--- src/rtl/win_pkg.sv ---
// Shared encodings for the register-window controller: FSM states,
// window trap type codes and the default window count.
package win_pkg;

  localparam int NWIN_DEF = 4;

  typedef enum logic [1:0] {
    IDLE   = 2'd0,
    COMMIT = 2'd1,
    TRAP   = 2'd2
  } state_t;

  localparam logic [1:0] TT_NONE = 2'b00;
  localparam logic [1:0] TT_OVF  = 2'b01;
  localparam logic [1:0] TT_UNF  = 2'b10;

endpackage

--- src/rtl/win_decoder.sv ---
// Binary window index to one-hot window enable.
module win_decoder #(
  parameter int NWIN = 4,
  parameter int CWPW = $clog2(NWIN)
) (
  input  logic [CWPW-1:0] idx,
  output logic [NWIN-1:0] onehot
);

  assign onehot = NWIN'(1) << idx;

endmodule

--- src/rtl/window_controller.sv ---
// SPARC register-window sequencer: owns CWP/WIM, retires SAVE/RESTORE/trap-entry
// and PSR/WIM writes, and raises overflow/underflow traps to the trap unit.
module window_controller
  import win_pkg::*;
#(
  parameter int NWIN = NWIN_DEF,
  parameter int CWPW = $clog2(NWIN)
) (
  input  logic            Clk,
  input  logic            Clr,
  input  logic            Save,
  input  logic            Restore,
  input  logic            TrapEntry,
  input  logic            WrCwp,
  input  logic            WrWim,
  input  logic [31:0]     WrData,
  input  logic            TrapAck,
  output logic            Ready,
  output logic            Done,
  output logic            TrapReq,
  output logic [1:0]      TrapType,
  output logic [CWPW-1:0] Cwp,
  output logic [NWIN-1:0] Wim,
  output logic [NWIN-1:0] WinEn,
  output logic [NWIN-1:0] NextWinEn,
  output logic            RFE
);

  state_t          state;
  logic [CWPW-1:0] cwp_dec;
  logic [CWPW-1:0] cwp_inc;
  logic            unused_bits;

  // Modulo-NWIN neighbours fall out of natural CWPW-bit wrap.
  assign cwp_dec     = Cwp - CWPW'(1);
  assign cwp_inc     = Cwp + CWPW'(1);
  assign unused_bits = ^WrData;

  always_ff @(posedge Clk) begin
    if (!Clr) begin
      state    <= IDLE;
      Cwp      <= '0;
      Wim      <= '0;
      TrapReq  <= 1'b0;
      TrapType <= TT_NONE;
      Done     <= 1'b0;
      Ready    <= 1'b1;
      RFE      <= 1'b1;
    end else begin
      Done <= 1'b0;
      case (state)
        IDLE: begin
          if (TrapEntry || WrCwp || WrWim || Save || Restore) begin
            state <= COMMIT;
            Done  <= 1'b1;
            Ready <= 1'b0;
          end
          // Fixed priority; lower-priority requests this cycle are dropped.
          if (TrapEntry) begin
            Cwp <= cwp_dec;
          end else if (WrCwp) begin
            Cwp <= WrData[CWPW-1:0];
          end else if (WrWim) begin
            Wim <= WrData[NWIN-1:0];
          end else if (Save) begin
            if (Wim[cwp_dec]) begin
              state    <= TRAP;
              Done     <= 1'b0;
              TrapReq  <= 1'b1;
              TrapType <= TT_OVF;
              RFE      <= 1'b0;
            end else begin
              Cwp <= cwp_dec;
            end
          end else if (Restore) begin
            if (Wim[cwp_inc]) begin
              state    <= TRAP;
              Done     <= 1'b0;
              TrapReq  <= 1'b1;
              TrapType <= TT_UNF;
              RFE      <= 1'b0;
            end else begin
              Cwp <= cwp_inc;
            end
          end
        end
        COMMIT: begin
          state <= IDLE;
          Ready <= 1'b1;
        end
        TRAP: begin
          if (TrapAck) begin
            state    <= COMMIT;
            Done     <= 1'b1;
            TrapReq  <= 1'b0;
            TrapType <= TT_NONE;
            RFE      <= 1'b1;
          end
        end
        default: begin
          state <= IDLE;
          Ready <= 1'b1;
          RFE   <= 1'b1;
        end
      endcase
    end
  end

  win_decoder #(.NWIN(NWIN), .CWPW(CWPW)) u_win_dec (
    .idx    (Cwp),
    .onehot (WinEn)
  );

  win_decoder #(.NWIN(NWIN), .CWPW(CWPW)) u_next_dec (
    .idx    (cwp_dec),
    .onehot (NextWinEn)
  );

endmodule

--- config.mk ---
export PLATFORM = sky130hd
export DESIGN_NAME = window_controller
export DESIGN_NICKNAME = d
export VERILOG_FILES = /design/src/rtl/win_pkg.sv /design/src/rtl/win_decoder.sv /design/src/rtl/window_controller.sv
export SDC_FILE = /design/constraint.sdc
export NUM_CORES = 1
export LEC_CHECK = 0
export CAP_MARGIN = 20
export CORE_MARGIN = 3
export CORE_UTILIZATION = 45
export CTS_BUF_LIST = sky130_fd_sc_hd__clkbuf_4
export CTS_CLUSTER_DIAMETER = 60
export DETAILED_ROUTE_END_ITERATION = 10
export DONT_BUFFER_PORTS = 1
export SYNTH_ARGS = -nofsm -noshare
export SYNTH_HDL_FRONTEND = slang
export SYNTH_SLANG_ARGS = --single-unit
--- constraint.sdc ---
create_clock -name Clk -period 2.75 [get_ports Clk]
set_input_delay 0.825 -clock Clk [delete_from_list [all_inputs] [get_ports Clk]]
set_output_delay 0.825 -clock Clk [all_outputs]
set_load 0.01 [all_outputs]
==> results.md <==
* Leak Pwr at 0.308 nW
* Setup WS pre-CTS at 720 ps
* Fillers at 167
* Syn Area/Cell at 8.86 um^2
* Routed wire length at 1560 um
* Register area share after synthesis at 0.364
* #FFs+latches synth at 14
* Skew-Pair Late Insertion Delay at 290 ps
* CTS clock-pin slew for the worst setup and hold paths at 90 ps
* Flop pwr share at 0.508
* Vias/cell at 6.15
* EDFF count, synth at 0
* Share of total power in combinational logic at 0.212
* RSZ-0062 raised after global routing: false
* Clk pwr share at 0.281
* CTS Root Cell: clkbuf_4
* Final instance area at 785 um^2
* Pin count of the biggest net entering global routing at 10
* Fraction of layout cells with a size suffix above 1 at 0.0930
* Vias at 627
* Placeable Area at 1560 um^2
* Worst setup path class: flop to flop
* Clock Path Buffers at 2
* # setup viols final at 0
* Crit start category: flop
* CTS Hold Bufs at 0
* H-tree depth reported by CTS at 1
* Status: completed
* Post-CTS Resized at 0
* Crit end category: flop
* # DRC at 0
* Initial Util at 0.494
* Final WS setup at 709 ps
* Crit Path Max Fanout at 8
* Synthesized Nets at 131
* Post-synthesis cell count at 87
* Setup_tns at 0 ps
* Sequential Area at 280 um^2
* Final non-filler cell total at 102
* Final worst path period need at 2040 ps
* Hold_ws at 504 ps
* Top Layer Used: met4
* Dpl cells at 98
* I/O Buffers at 0
* P_sw at 0.139 mW
* Ports at 60
* Relative slew margins at 0.673
* Post-Syn Area at 771 um^2
* Peak Freq at 490 MHz
* Sw Share at 0.314
* Die X-Extent at 47.4 um
* WL met1 at 740 um
* Multi-input combinational cell area at 432 um^2
* Skew final at 0.925 ps
* Final hold vios at 0
* Worst Path Arrival at 2260 ps
* GP Congestion at 0.777
* Wire length per cell at 15.3 um
* # diodes at 0
* P&R area growth vs syn at 1.79%
* CTS tree: built
* Warnings, synthesis at 0
* Tcrit/Tclk final at 0.742
* Most common cell after layout, fill and taps aside: dfxtp_1
* Finished Core Util at 0.503
* Vias in the first global route at 571
* Overflow after GRT at 0
* Post-synthesis async set-or-reset flop share at 0
* Total CTS buffers at 3
* Post-DRT Antenna Nets at 0
* Gr usage total at 0.166
* Num Clock Sinks at 14
* Worst path required time at 2970 ps
* Die area at 2250 um^2
* Setup bufs post-CTS at 0
* Std cell rows at 14
* Initial antenna violation count at 0
* Most frequent cells in the layout: 14 x dfxtp_1, 9 x nor2_1, 9 x a21oi_1, 8 x mux2i_1, 5 x o21ai_0
* Internal at 0.304 mW
* Power per cell area at 564 nW/um^2
* Worst IR drop on VDD at 0.279 mV
* First-pass GRT wire length at 2540 um
* Synth cell types at 27
* Max cap viols at 0
* Starting DRC count in detailed routing at 1
* Least-Margin Pin Slew at 486 ps
* Met2 WL at 676 um
* Most used DFF post-synth: dfxtp_1
* First-pass detailed-route iteration total at 4
* Area of placed instances at 758 um^2
* Die H at 47.4 um
* HPWL after DPL at 1190 um
* Tot Pwr at 0.443 mW
* Met3 routed WL at 109 um
* Hold Path Class: flop to flop
* Max-slew violation count at 0
* Nets at 131
## path summary, 6_finish.rpt
kind / depth (start not counted) / slack, ps / endpoint / from
setup reg to reg: 6 / 710 / TrapType[1] / Cwp[1]
hold reg to reg: 2 / 500 / TrapReq / TrapReq
hold / removal: 2 / 500 / TrapReq / TrapReq
setup / recovery: 6 / 710 / TrapType[1] / Cwp[1]
## sequential cells by signal (all words and copies together) (netlist names)
| name | flops |
|---|---|
| Cwp | 2 |
| RFE | 1 |
| Ready | 1 |
| TrapReq | 1 |
| TrapType | 2 |
| Done | 1 |
| state | 2 |
| Wim | 4 |
## kinds of logic after synthesis
group	count (synthesis)	share of synthesized area
compound gates	22	0.167
xor+xnor	1	0.0211
fa+ha+maj	4	0.0649
buf+inv	11	0.0763
flops	14	0.364
mux	9	0.123
simple gates	26	0.183
## layer usage
layer	GRT usage	vias to the layer above
met2	0.235	21
met3	0.0536	5
met1	0.217	294
li1	-	307
met5	0	-
met4	0.0994	0
## worst max-delay path: stages (launching register included)
cell and delay, ps:
dfxtp_1 450, inv_1 100, ha_1 380, xor2_2 210, mux2_4 360, or3_1 350
a21oi_1 120
## power groups by stage
stage	clock network, mW	registers (mW)	logic [mW]
3_5_place_dp	0	0.230	0.0934
2_1_floorplan	0	0.229	0.0910
4_1_cts	0.128	0.225	0.0940
5_1_grt	0.139	0.227	0.106
3_3_place_gp	0	0.229	0.0922
6_report	0.124	0.225	0.0937
## layout make-up
cell class,instances,share of cell area
inverter,5,0.0239
clock buffer,3,0.0287
sequential,14,0.357
tap,16,0.0255
multi-input combinational,62,0.550
timing repair buffer,1,0.00957
clock inverter,1,0.00478
## synthesized netlist by cell type (2+ instances only)
cell type  instances  area share
dfxtp_1           14        0.36
a21oi_1            9       0.058
buf_4              4       0.039
a31oi_1            2       0.016
nand2_1            2      0.0097
nor3b_1            2       0.019
o211ai_1           3       0.029
o21ai_0            5       0.032
inv_1              4       0.019
buf_2              2       0.013
nor3_1             2       0.013
nand3_1            2       0.013
a211oi_1           2       0.019
or3_1              2       0.016
ha_1               4       0.065
nor2_1             9       0.044
nand3b_1           2       0.019
mux2i_1            8        0.10
Power figures use the tool's default switching activity.
